File: config.mk
export PLATFORM = sky130hd
export DESIGN_NAME = control_unit
export DESIGN_NICKNAME = d
export VERILOG_FILES = /design/src/rtl/cu_pkg.sv /design/src/rtl/control_unit_alu_opcode_map.sv /design/src/rtl/control_unit.sv
export SDC_FILE = /design/constraint.sdc
export NUM_CORES = 1
export LEC_CHECK = 0
export BUFFER_PORTS_ARGS = -buffer_cell sky130_fd_sc_hd__buf_2
export CAP_MARGIN = 10
export CORE_MARGIN = 5
export CORE_UTILIZATION = 43
export CTS_CLUSTER_SIZE = 14
export DETAILED_ROUTE_END_ITERATION = 7
export PLACE_DENSITY = 0.83
export SLEW_MARGIN = 20
export SYNTH_ARGS = -nofsm -noshare
export SYNTH_HDL_FRONTEND = slang
export SYNTH_SLANG_ARGS = --single-unit
File: constraint.sdc
create_clock -name clk -period 3.9 [get_ports clk]
set_input_delay 0.78 -clock clk [delete_from_list [all_inputs] [get_ports clk]]
set_output_delay 0.78 -clock clk [all_outputs]
set_load 0.1 [all_outputs]
File: src/rtl/cu_pkg.sv
// Shared definitions for the Mini SRC hardwired control unit: opcodes,
// controller states, instruction classes and the control-word layout.
package cu_pkg;

    localparam int NUM_STEPS = 8;
    localparam int STATE_W   = $clog2(NUM_STEPS + 3);
    localparam int OP_W      = 5;

    // Mini SRC instruction opcodes (IR[31:27])
    localparam logic [OP_W-1:0] OP_LD   = 5'b00000;
    localparam logic [OP_W-1:0] OP_LDI  = 5'b00001;
    localparam logic [OP_W-1:0] OP_ST   = 5'b00010;
    localparam logic [OP_W-1:0] OP_ADD  = 5'b00011;
    localparam logic [OP_W-1:0] OP_SUB  = 5'b00100;
    localparam logic [OP_W-1:0] OP_AND  = 5'b00101;
    localparam logic [OP_W-1:0] OP_OR   = 5'b00110;
    localparam logic [OP_W-1:0] OP_SHR  = 5'b00111;
    localparam logic [OP_W-1:0] OP_SHRA = 5'b01000;
    localparam logic [OP_W-1:0] OP_SHL  = 5'b01001;
    localparam logic [OP_W-1:0] OP_ROR  = 5'b01010;
    localparam logic [OP_W-1:0] OP_ROL  = 5'b01011;
    localparam logic [OP_W-1:0] OP_ADDI = 5'b01100;
    localparam logic [OP_W-1:0] OP_ANDI = 5'b01101;
    localparam logic [OP_W-1:0] OP_ORI  = 5'b01110;
    localparam logic [OP_W-1:0] OP_MUL  = 5'b01111;
    localparam logic [OP_W-1:0] OP_DIV  = 5'b10000;
    localparam logic [OP_W-1:0] OP_NEG  = 5'b10001;
    localparam logic [OP_W-1:0] OP_NOT  = 5'b10010;
    localparam logic [OP_W-1:0] OP_BR   = 5'b10011;
    localparam logic [OP_W-1:0] OP_JR   = 5'b10100;
    localparam logic [OP_W-1:0] OP_JAL  = 5'b10101;
    localparam logic [OP_W-1:0] OP_IN   = 5'b10110;
    localparam logic [OP_W-1:0] OP_OUT  = 5'b10111;
    localparam logic [OP_W-1:0] OP_MFHI = 5'b11000;
    localparam logic [OP_W-1:0] OP_MFLO = 5'b11001;
    localparam logic [OP_W-1:0] OP_NOP  = 5'b11010;
    localparam logic [OP_W-1:0] OP_HALT = 5'b11011;

    // ALU operation codes driven on the opcode output
    localparam logic [OP_W-1:0] ALU_NONE = 5'b00000;
    localparam logic [OP_W-1:0] ALU_ADD  = 5'b00011;
    localparam logic [OP_W-1:0] ALU_AND  = 5'b00101;
    localparam logic [OP_W-1:0] ALU_OR   = 5'b00110;

    typedef enum logic [STATE_W-1:0] {
        RESET_S = 4'd0,
        T0      = 4'd1,
        T1      = 4'd2,
        T2      = 4'd3,
        T3      = 4'd4,
        T4      = 4'd5,
        T5      = 4'd6,
        T6      = 4'd7,
        T7      = 4'd8,
        PAUSE   = 4'd9,
        HALT    = 4'd10
    } state_t;

    typedef enum logic [3:0] {
        CLS_LD   = 4'd0,
        CLS_LDI  = 4'd1,
        CLS_ST   = 4'd2,
        CLS_ALU  = 4'd3,
        CLS_IMM  = 4'd4,
        CLS_BR   = 4'd5,
        CLS_NOP  = 4'd6,
        CLS_HALT = 4'd7,
        CLS_ILL  = 4'd8
    } instr_class_t;

    typedef struct packed {
        logic            run;
        logic            illegal;
        logic [OP_W-1:0] opcode;
        logic            pc_out;
        logic            zhigh_out;
        logic            zlow_out;
        logic            mdr_out;
        logic            hi_out;
        logic            lo_out;
        logic            c_out;
        logic            in_port_out;
        logic            mdr_enable;
        logic            mar_enable;
        logic            z_enable;
        logic            y_enable;
        logic            pc_enable;
        logic            ir_enable;
        logic            read;
        logic            inc_pc;
        logic            ram_write_enable;
        logic            out_port_enable;
        logic            in_port_in;
        logic            con_in;
        logic            gra;
        logic            grb;
        logic            grc;
        logic            r_in;
        logic            r_out;
        logic            ba_out;
    } ctrl_t;

    // Groups an opcode into the execute sequence it follows.
    function automatic instr_class_t decode_class(input logic [OP_W-1:0] op);
        instr_class_t cls;
        case (op)
            OP_LD:   cls = CLS_LD;
            OP_LDI:  cls = CLS_LDI;
            OP_ST:   cls = CLS_ST;
            OP_ADD, OP_SUB, OP_AND, OP_OR, OP_SHR,
            OP_SHRA, OP_SHL, OP_ROR, OP_ROL:
                     cls = CLS_ALU;
            OP_ADDI, OP_ANDI, OP_ORI:
                     cls = CLS_IMM;
            OP_BR:   cls = CLS_BR;
            OP_NOP:  cls = CLS_NOP;
            OP_HALT: cls = CLS_HALT;
            default: cls = CLS_ILL;
        endcase
        return cls;
    endfunction

endpackage

File: src/rtl/control_unit_alu_opcode_map.sv
// Maps an instruction opcode to the ALU operation used by address
// arithmetic (ld/ldi/st/br) and the immediate ALU instructions.
module alu_opcode_map
    import cu_pkg::*;
(
    input  logic [OP_W-1:0] op,
    output logic [OP_W-1:0] alu_op
);

    // Address calculations add; immediates use their register-form ALU op.
    always_comb begin
        case (op)
            OP_LD, OP_LDI, OP_ST, OP_BR, OP_ADDI: alu_op = ALU_ADD;
            OP_ANDI:                              alu_op = ALU_AND;
            OP_ORI:                               alu_op = ALU_OR;
            default:                              alu_op = ALU_NONE;
        endcase
    end

endmodule

File: src/rtl/control_unit.sv
// Hardwired Moore control sequencer for the Mini SRC datapath. Fetch runs
// T0-T2 for every instruction; execute runs T3-T7 keyed on IR[31:27].
module control_unit
    import cu_pkg::*;
(
    input  logic        clk,
    input  logic        clr,
    input  logic [31:0] IR,
    input  logic        CON_FF,
    input  logic        stop,
    output logic        run,
    output logic        PC_out,
    output logic        ZHigh_out,
    output logic        ZLow_out,
    output logic        MDR_out,
    output logic        HI_out,
    output logic        LO_out,
    output logic        C_out,
    output logic        In_port_out,
    output logic        MDR_enable,
    output logic        MAR_enable,
    output logic        Z_enable,
    output logic        Y_enable,
    output logic        PC_enable,
    output logic        IR_enable,
    output logic        Read,
    output logic        IncPC,
    output logic        RAM_write_enable,
    output logic        out_port_enable,
    output logic        in_port_in,
    output logic        con_in,
    output logic        Gra,
    output logic        Grb,
    output logic        Grc,
    output logic        R_in,
    output logic        R_out,
    output logic        BA_out,
    output logic [4:0]  opcode,
    output logic        illegal
);

    state_t          state_r;
    state_t          next_state_s;
    state_t          end_state_s;
    instr_class_t    cls_s;
    logic [OP_W-1:0] op_s;
    logic [OP_W-1:0] map_op_s;
    ctrl_t           ctrl_s;
    logic            unused_ir_s;

    assign op_s        = IR[31:27];
    assign cls_s       = decode_class(op_s);
    assign unused_ir_s = ^IR[26:0];

    alu_opcode_map u_alu_opcode_map (
        .op     (op_s),
        .alu_op (map_op_s)
    );

    // State register; clr low aborts whatever step is in progress.
    always_ff @(posedge clk or negedge clr) begin
        if (!clr) begin
            state_r <= RESET_S;
        end else begin
            state_r <= next_state_s;
        end
    end

    // Instruction-boundary target: pause only between instructions.
    always_comb begin
        if (stop) begin
            end_state_s = PAUSE;
        end else begin
            end_state_s = T0;
        end
    end

    // Step sequencing; each instruction class ends at its last execute step.
    always_comb begin
        next_state_s = T0;
        case (state_r)
            RESET_S: next_state_s = T0;
            T0:      next_state_s = T1;
            T1:      next_state_s = T2;
            T2: begin
                case (cls_s)
                    CLS_NOP:  next_state_s = end_state_s;
                    CLS_HALT: next_state_s = HALT;
                    default:  next_state_s = T3;
                endcase
            end
            T3: begin
                if (cls_s == CLS_ILL) begin
                    next_state_s = end_state_s;
                end else begin
                    next_state_s = T4;
                end
            end
            T4:      next_state_s = T5;
            T5: begin
                case (cls_s)
                    CLS_LDI, CLS_ALU, CLS_IMM: next_state_s = end_state_s;
                    default:                   next_state_s = T6;
                endcase
            end
            T6: begin
                if (cls_s == CLS_BR) begin
                    next_state_s = end_state_s;
                end else begin
                    next_state_s = T7;
                end
            end
            T7:      next_state_s = end_state_s;
            PAUSE: begin
                if (stop) begin
                    next_state_s = PAUSE;
                end else begin
                    next_state_s = T0;
                end
            end
            HALT:    next_state_s = HALT;
            default: next_state_s = T0;
        endcase
    end

    // Control word decoded from the current step and the instruction class.
    always_comb begin
        ctrl_s = '0;
        case (state_r)
            T0: begin
                ctrl_s.run        = 1'b1;
                ctrl_s.pc_out     = 1'b1;
                ctrl_s.mar_enable = 1'b1;
                ctrl_s.inc_pc     = 1'b1;
                ctrl_s.pc_enable  = 1'b1;
            end
            T1: begin
                ctrl_s.run        = 1'b1;
                ctrl_s.read       = 1'b1;
                ctrl_s.mdr_enable = 1'b1;
            end
            T2: begin
                ctrl_s.run       = 1'b1;
                ctrl_s.mdr_out   = 1'b1;
                ctrl_s.ir_enable = 1'b1;
            end
            T3: begin
                ctrl_s.run = 1'b1;
                case (cls_s)
                    CLS_LD, CLS_LDI, CLS_ST: begin
                        ctrl_s.grb      = 1'b1;
                        ctrl_s.ba_out   = 1'b1;
                        ctrl_s.y_enable = 1'b1;
                    end
                    CLS_ALU, CLS_IMM: begin
                        ctrl_s.grb      = 1'b1;
                        ctrl_s.r_out    = 1'b1;
                        ctrl_s.y_enable = 1'b1;
                    end
                    CLS_BR: begin
                        ctrl_s.gra    = 1'b1;
                        ctrl_s.r_out  = 1'b1;
                        ctrl_s.con_in = 1'b1;
                    end
                    CLS_ILL: ctrl_s.illegal = 1'b1;
                    default: ;
                endcase
            end
            T4: begin
                ctrl_s.run = 1'b1;
                case (cls_s)
                    CLS_LD, CLS_LDI, CLS_ST, CLS_IMM: begin
                        ctrl_s.c_out    = 1'b1;
                        ctrl_s.z_enable = 1'b1;
                        ctrl_s.opcode   = map_op_s;
                    end
                    CLS_ALU: begin
                        ctrl_s.grc      = 1'b1;
                        ctrl_s.r_out    = 1'b1;
                        ctrl_s.z_enable = 1'b1;
                        ctrl_s.opcode   = op_s;
                    end
                    CLS_BR: begin
                        ctrl_s.pc_out   = 1'b1;
                        ctrl_s.y_enable = 1'b1;
                    end
                    default: ;
                endcase
            end
            T5: begin
                ctrl_s.run = 1'b1;
                case (cls_s)
                    CLS_LD, CLS_ST: begin
                        ctrl_s.zlow_out   = 1'b1;
                        ctrl_s.mar_enable = 1'b1;
                    end
                    CLS_LDI, CLS_ALU, CLS_IMM: begin
                        ctrl_s.zlow_out = 1'b1;
                        ctrl_s.gra      = 1'b1;
                        ctrl_s.r_in     = 1'b1;
                    end
                    CLS_BR: begin
                        ctrl_s.c_out    = 1'b1;
                        ctrl_s.z_enable = 1'b1;
                        ctrl_s.opcode   = map_op_s;
                    end
                    default: ;
                endcase
            end
            T6: begin
                ctrl_s.run = 1'b1;
                case (cls_s)
                    CLS_LD: begin
                        ctrl_s.read       = 1'b1;
                        ctrl_s.mdr_enable = 1'b1;
                    end
                    CLS_ST: begin
                        // MDR loads from the bus, not memory: Read stays low.
                        ctrl_s.gra        = 1'b1;
                        ctrl_s.r_out      = 1'b1;
                        ctrl_s.mdr_enable = 1'b1;
                    end
                    CLS_BR: begin
                        if (CON_FF) begin
                            ctrl_s.zlow_out  = 1'b1;
                            ctrl_s.pc_enable = 1'b1;
                        end else begin
                            ctrl_s.zlow_out  = 1'b0;
                            ctrl_s.pc_enable = 1'b0;
                        end
                    end
                    default: ;
                endcase
            end
            T7: begin
                ctrl_s.run = 1'b1;
                case (cls_s)
                    CLS_LD: begin
                        ctrl_s.mdr_out = 1'b1;
                        ctrl_s.gra     = 1'b1;
                        ctrl_s.r_in    = 1'b1;
                    end
                    CLS_ST:  ctrl_s.ram_write_enable = 1'b1;
                    default: ;
                endcase
            end
            RESET_S, PAUSE, HALT: ctrl_s = '0;
            default:              ctrl_s = '0;
        endcase
    end

    assign run              = ctrl_s.run;
    assign illegal          = ctrl_s.illegal;
    assign opcode           = ctrl_s.opcode;
    assign PC_out           = ctrl_s.pc_out;
    assign ZHigh_out        = ctrl_s.zhigh_out;
    assign ZLow_out         = ctrl_s.zlow_out;
    assign MDR_out          = ctrl_s.mdr_out;
    assign HI_out           = ctrl_s.hi_out;
    assign LO_out           = ctrl_s.lo_out;
    assign C_out            = ctrl_s.c_out;
    assign In_port_out      = ctrl_s.in_port_out;
    assign MDR_enable       = ctrl_s.mdr_enable;
    assign MAR_enable       = ctrl_s.mar_enable;
    assign Z_enable         = ctrl_s.z_enable;
    assign Y_enable         = ctrl_s.y_enable;
    assign PC_enable        = ctrl_s.pc_enable;
    assign IR_enable        = ctrl_s.ir_enable;
    assign Read             = ctrl_s.read;
    assign IncPC            = ctrl_s.inc_pc;
    assign RAM_write_enable = ctrl_s.ram_write_enable;
    assign out_port_enable  = ctrl_s.out_port_enable;
    assign in_port_in       = ctrl_s.in_port_in;
    assign con_in           = ctrl_s.con_in;
    assign Gra              = ctrl_s.gra;
    assign Grb              = ctrl_s.grb;
    assign Grc              = ctrl_s.grc;
    assign R_in             = ctrl_s.r_in;
    assign R_out            = ctrl_s.r_out;
    assign BA_out           = ctrl_s.ba_out;

endmodule

## Yosys cells after proc, flatten, opt, wreduce, memory -nomap -nowiden

Memory sizes are Yosys's and may differ from the RTL's.
Index checks and enable logic that the tools add are counted.
W data, S select, Z words.

- Flip-flop bits (word level): 4
- Bits in read-only memories: 128
- Output and inout bits: 33
- Logic and storage cells: 83
- Memories: 1

Memories:

| memory | words | width | rd ports | clocked after Yosys merged registers in | write ports | RTL line | text |
|---|---|---|---|---|---|---|---|
| (name not given) | 32 | 4 | 1 | 0 | 0 | cu_pkg.sv:106 | `case (op)` |

- Equal/unequal tests: 24
- Multiplexer cells: 46
- Reduce and logical (&&, ||, !) cells: 11

Operator list:

| kind | count |
|---|---|
| $pmux W4 S9 | 1 |
| $eq A4 B3 Y1 const B | 8 |
| $mux W1 | 22 |
| $pmux W1 S2 | 11 |
| $pmux W5 S2 | 2 |
| $eq A4 B2 Y1 const B | 4 |
| $eq A4 B4 Y1 const B | 4 |
| $mux W4 | 4 |
| $eq A5 B4 Y1 const B | 3 |
| $reduce_or A5 Y1 | 2 |
| $pmux W3 S3 | 1 |
| $reduce_or A3 Y1 | 3 |
| $eq A4 B1 Y1 const B | 2 |
| $pmux W4 S2 | 1 |
| $reduce_or A8 Y1 | 1 |
| $eq A5 B1 Y1 const B | 1 |
| $eq A5 B2 Y1 const B | 1 |
| $eq A5 B5 Y1 const B | 1 |
| $logic_not A5 Y1 | 1 |
| $mux W5 | 1 |
| $logic_not A4 Y1 | 1 |
| $pmux W1 S4 | 1 |
| $reduce_or A2 Y1 | 2 |
| $reduce_or A4 Y1 | 1 |
| other kinds (2) | 2 |

## Longest topological paths before layout

- Depth after elaboration: 5
- Depth in mapped cells: 6

## Modules after synthesis

Synthesis repeated with hierarchy kept, for this count alone.

- Cell total of the unflattened synthesis: 148
- Area total of the unflattened synthesis: 1022.2 µm²

Modules (own cells, without submodules):

| module | instances | cells an instance | area an instance (µm²) |
|---|---|---|---|
| control_unit | 1 | 135 | 944.7 |
| alu_opcode_map | 1 | 13 | 77.6 |

## Worst setup path before layout

No wires, ideal clock.

- Kind: input port to output port
- From: in IR[29]
- To: out Gra
- Arrival time: 4346 ps
- Data required time: 3120 ps
- Setup slack: -1226 ps
- Stages on the path: 5
- Cells stage by stage: buf_2 nor3_1 nand2b_1 o31ai_1 or3_1

- Word-level cells in the longest chain between the ends: 5
- Elaborated cells on any way between the ends: 13

Ends and longest elaborated chain:

| what | RTL line | text |
|---|---|---|
| start: declaration | control_unit.sv:8 | `input logic [31:0] IR,` |
| $mem_v2 Z32 W4 * | n/a |  |
| $eq A4 B1 Y1 (tied with other cells) | control_unit.sv:192 | `case (cls_s)` |
| $reduce_or A3 Y1 | control_unit.sv:192 |  |
| $mux W1 | control_unit.sv:192 |  |
| $pmux W1 S4 * | control_unit.sv:129 | `case (state_r)` |
| end: declaration | control_unit.sv:32 | `output logic Gra,` |

Mark *: on every way between the ends. The rest lies on a longest branch, timed or not.

## Worst setup path in the final report

- From: reg state_r[0]
- To: out R_out

- Word-level cells in the longest chain between the ends: 2
- Elaborated cells on any way between the ends: 4

Ends and longest elaborated chain:

| what | RTL line | text |
|---|---|---|
| start: declaration | control_unit.sv:42 | `state_t state_r;` |
| start signal: assignment | control_unit.sv:65 | `state_r <= next_state_s;` |
| $eq A4 B3 Y1 | control_unit.sv:129 |  |
| $pmux W1 S3 * | control_unit.sv:129 |  |
| end: declaration | control_unit.sv:36 | `output logic R_out,` |

Marked as above.

==> flow_metrics.py <==
metrics = {
    "worst_setup_path": {
        "r2r_setup_slack_ps": 2300,
        "start_kind": "register",
        "critPathArrivalTime_ps": 2360,
        "cp_max_fo": 19,
        "worstSetupPathType": "reg -> out",
        "r2r_end": "state_r[3]$_DFF_PN0_",
        "cp-end-kind": "output port",
        "r2r-start": "state_r[2]$_DFF_PN0_",
        "crit_required_ps": 3120,
        "worstRegToRegCells": 4,
    },
    "placed_design": {
        "place_ws_ps": 803,
        "hpwlAfterDp_mm": 1.98,
        "port_buffers": 34,
        "gp_congestion": 0.881,
        "placedCellCount": 184,
    },
    "sta": {
        "tightest_slew_ps": 585,
        "setup_ws_ps": 756,
        "slew_headroom": 0.610,
        "setup_violations": 0,
        "drv_slew": 0,
        "hold_viol_final": 0,
        "rsz0062_at_grt": "no",
        "fmax_ghz": 0.318,
        "final.setup_skew_ps": 0.379,
        "min_period_ps": 3140,
        "fin_crit_sh": 0.806,
    },
    "floorplanning": {
        "dieArea_um2": 3170,
        "dieWidth_um": 56.3,
        "core_um2": 2000,
        "die_h_um": 56.3,
        "num_rows": 16,
        "io_pins": 69,
        "initial_core_util": 0.461,
    },
    "logic_synthesis": {
        "async_flop_share": 1.00,
        "synth.avg_cell_area_um2": 6.69,
        "synthFlopType": "dfrtp_1",
        "synth-seq-cells": 4,
        "ys_seq_area_frac": 0.108,
        "synthesis.area_um2": 923,
        "synth.distinct_cells": 48,
        "netlist_instances": 138,
        "ys.warnings.count": 0,
        "synth_edf_count": 0,
    },
    "detailed_routing": {
        "drt_first_pass_iters": 5,
        "viasPerCell": 5.81,
        "drc": 0,
        "drtIter0Drc": 25,
        "vias": 1087,
        "avgRoutedWirePerCell_um": 13.8,
        "drt-total-wl_mm": 2.57,
        "antenna_left": 0,
    },
    "layout": {
        "largest_reg_flops": 4,
        "fin_nets": 198,
        "top_register": "state_r",
        "area_delta_synth_final_pct": 14.6,
        "largestRegisters": "state_r (4)",
        "layout-drive-gt1-share": 0.300,
        "instances_no_fill": 187,
        "num_antenna_cells": 0,
        "fillers": 213,
    },
    "power_and_ir_drop": {
        "powerDensity_nw_per_um2": 1000,
        "vdd_ir_drop_max_uv": 744,
        "p_leak_uw": 0.000504,
    },
    "clock_tree": {
        "clock_sinks": 4,
        "cts_tree": "yes",
        "cts_hold_repair.buffers": 0,
        "cts-buffers-inserted": 3,
        "clkTransAtPathRegs_ps": 40,
        "cts_setup_buffers": 0,
        "root_buffer": "clkbuf_4",
        "cts_buffer_depth": 2,
        "ctsResizeCount": 0,
        "htree_num_levels": 1,
        "clk_latency_ps": 230,
    },
    "global_routing": {
        "globalRoute.busiestLayer": "met2",
        "use_met1": 0.216,
        "grt_use_total": 0.159,
        "grt_max_degree": 21,
        "grt_pass1_vias": 982,
        "use_met2": 0.255,
        "grt_overflow": 0,
        "grt_pass1_wl_mm": 4.26,
        "antenna_found_initial": 0,
        "grt_util_met3": 0.0390,
    },
    "outcome": {
        "status": "finished clean",
    },
    "flow_run": {
        "maxCapViolCount": 0,
    },
    "hold_path": {
        "hold_class": "in -> async",
    },
}
-- worst max path at each step --
stage                         start  endpoint
3_3_place_gp                 IR[29]       Gra
4_1_cts        state_r[0]$_DFF_PN0_     R_out
6_report       state_r[0]$_DFF_PN0_     R_out
2_1_floorplan                IR[27]       Gra
5_1_grt                      IR[29]       Gra
3_5_place_dp                 IR[29]       Gra
-- where the power goes --
part | total [uW] | leakage, uW | internal (uW) | switching (uW)
clock network | 51.7 | 0.0000138 | 34.4 | 17.2
logic | 871 | 0.000440 | 172 | 698
registers | 137 | 0.0000505 | 61.2 | 76.1
-- logic make-up after synthesis --
kind of cell | Yosys count | synth area share
and+or+nand+nor | 66 | 0.402
AOI/OAI and AO/OA | 41 | 0.306
buffers and inverters | 23 | 0.149
DFF | 4 | 0.108
xor gates and xnor gates | 2 | 0.0190
muxes | 1 | 0.0108
other | 1 | 0.00406
-- cells in the final DEF, fill, tap and decap left out, types with 2 or more instances in the layout --
cell      netlist  routed
o21ba_2         2       2
dfrtp_1         4       4
a21oi_1         7       7
and3_1          2       2
nor2b_1         7       7
buf_2           8      34
nor3_1          6       6
conb_1          1       7
o21ai_1         0       4
xnor2_1         2       2
nand2b_1        8       8
a21boi_1        0       2
or3_1           3       3
nor2_1         14      14
clkbuf_4        0       3
nand2_1         9       9
nand3_1         6       6
o21ai_0        12       8
inv_1           2       2
and4_1          2       2
-- critical path, cell delays in order, from the launching register on --
cell and delay, ps:
dfrtp_1 580, or4b_4 680, o21a_1 200, o21ai_2 110, a31o_1 140, buf_2 420
-- cell type report --
| class | instances | area (um2) | area share |
|---|---|---|---|
| clock buffer | 3 | 22.5 | 0.0213 |
| inverter | 2 | 7.51 | 0.00709 |
| multi-input combinational | 117 | 724 | 0.684 |
| sequential | 4 | 100 | 0.0946 |
| tap | 27 | 33.8 | 0.0319 |
| timing repair buffer | 34 | 170 | 0.161 |
-- routing by layer --
layer,part of all wire,vias to the layer above
met4,0.0078,0
li1,-,527
met3,0.086,4
met2,0.46,52
met1,0.44,504
met5,0,-
-- cells in the mapped netlist, types with 2 or more instances --
master    count  area share
nand2b_1      8       0.054
and4_1        2       0.019
a21oi_1       7       0.038
and3_1        2       0.014
o21ai_0      12       0.065
nand3_1       6       0.033
clkbuf_1      4       0.016
a21boi_0      2       0.016
dfrtp_1       4        0.11
buf_6         2       0.024
buf_4         7       0.057
nand2_1       9       0.037
or3_1         3       0.020
o31ai_1       2       0.016
nor3_1        6       0.033
buf_2         8       0.043
nor2_1       14       0.057
xnor2_1       2       0.019
nor2b_1       7       0.047
o21ba_2       2       0.022
inv_1         2      0.0081
-- stage by stage --
step                      utilization  power [uW]  TNS, ps  hold WS, ps  area [um2]
after floorplan                     -         912     -296          484         962
after global placement          0.518         991        0          582        1040
after detailed placement        0.518        1000        0          587        1040
after CTS                       0.529        1060        0          333        1060
after global routing            0.529        1110        0          325        1060
final                           0.529        1060        0          342        1060
No activity file was read; power rests on OpenSTA's default activity.
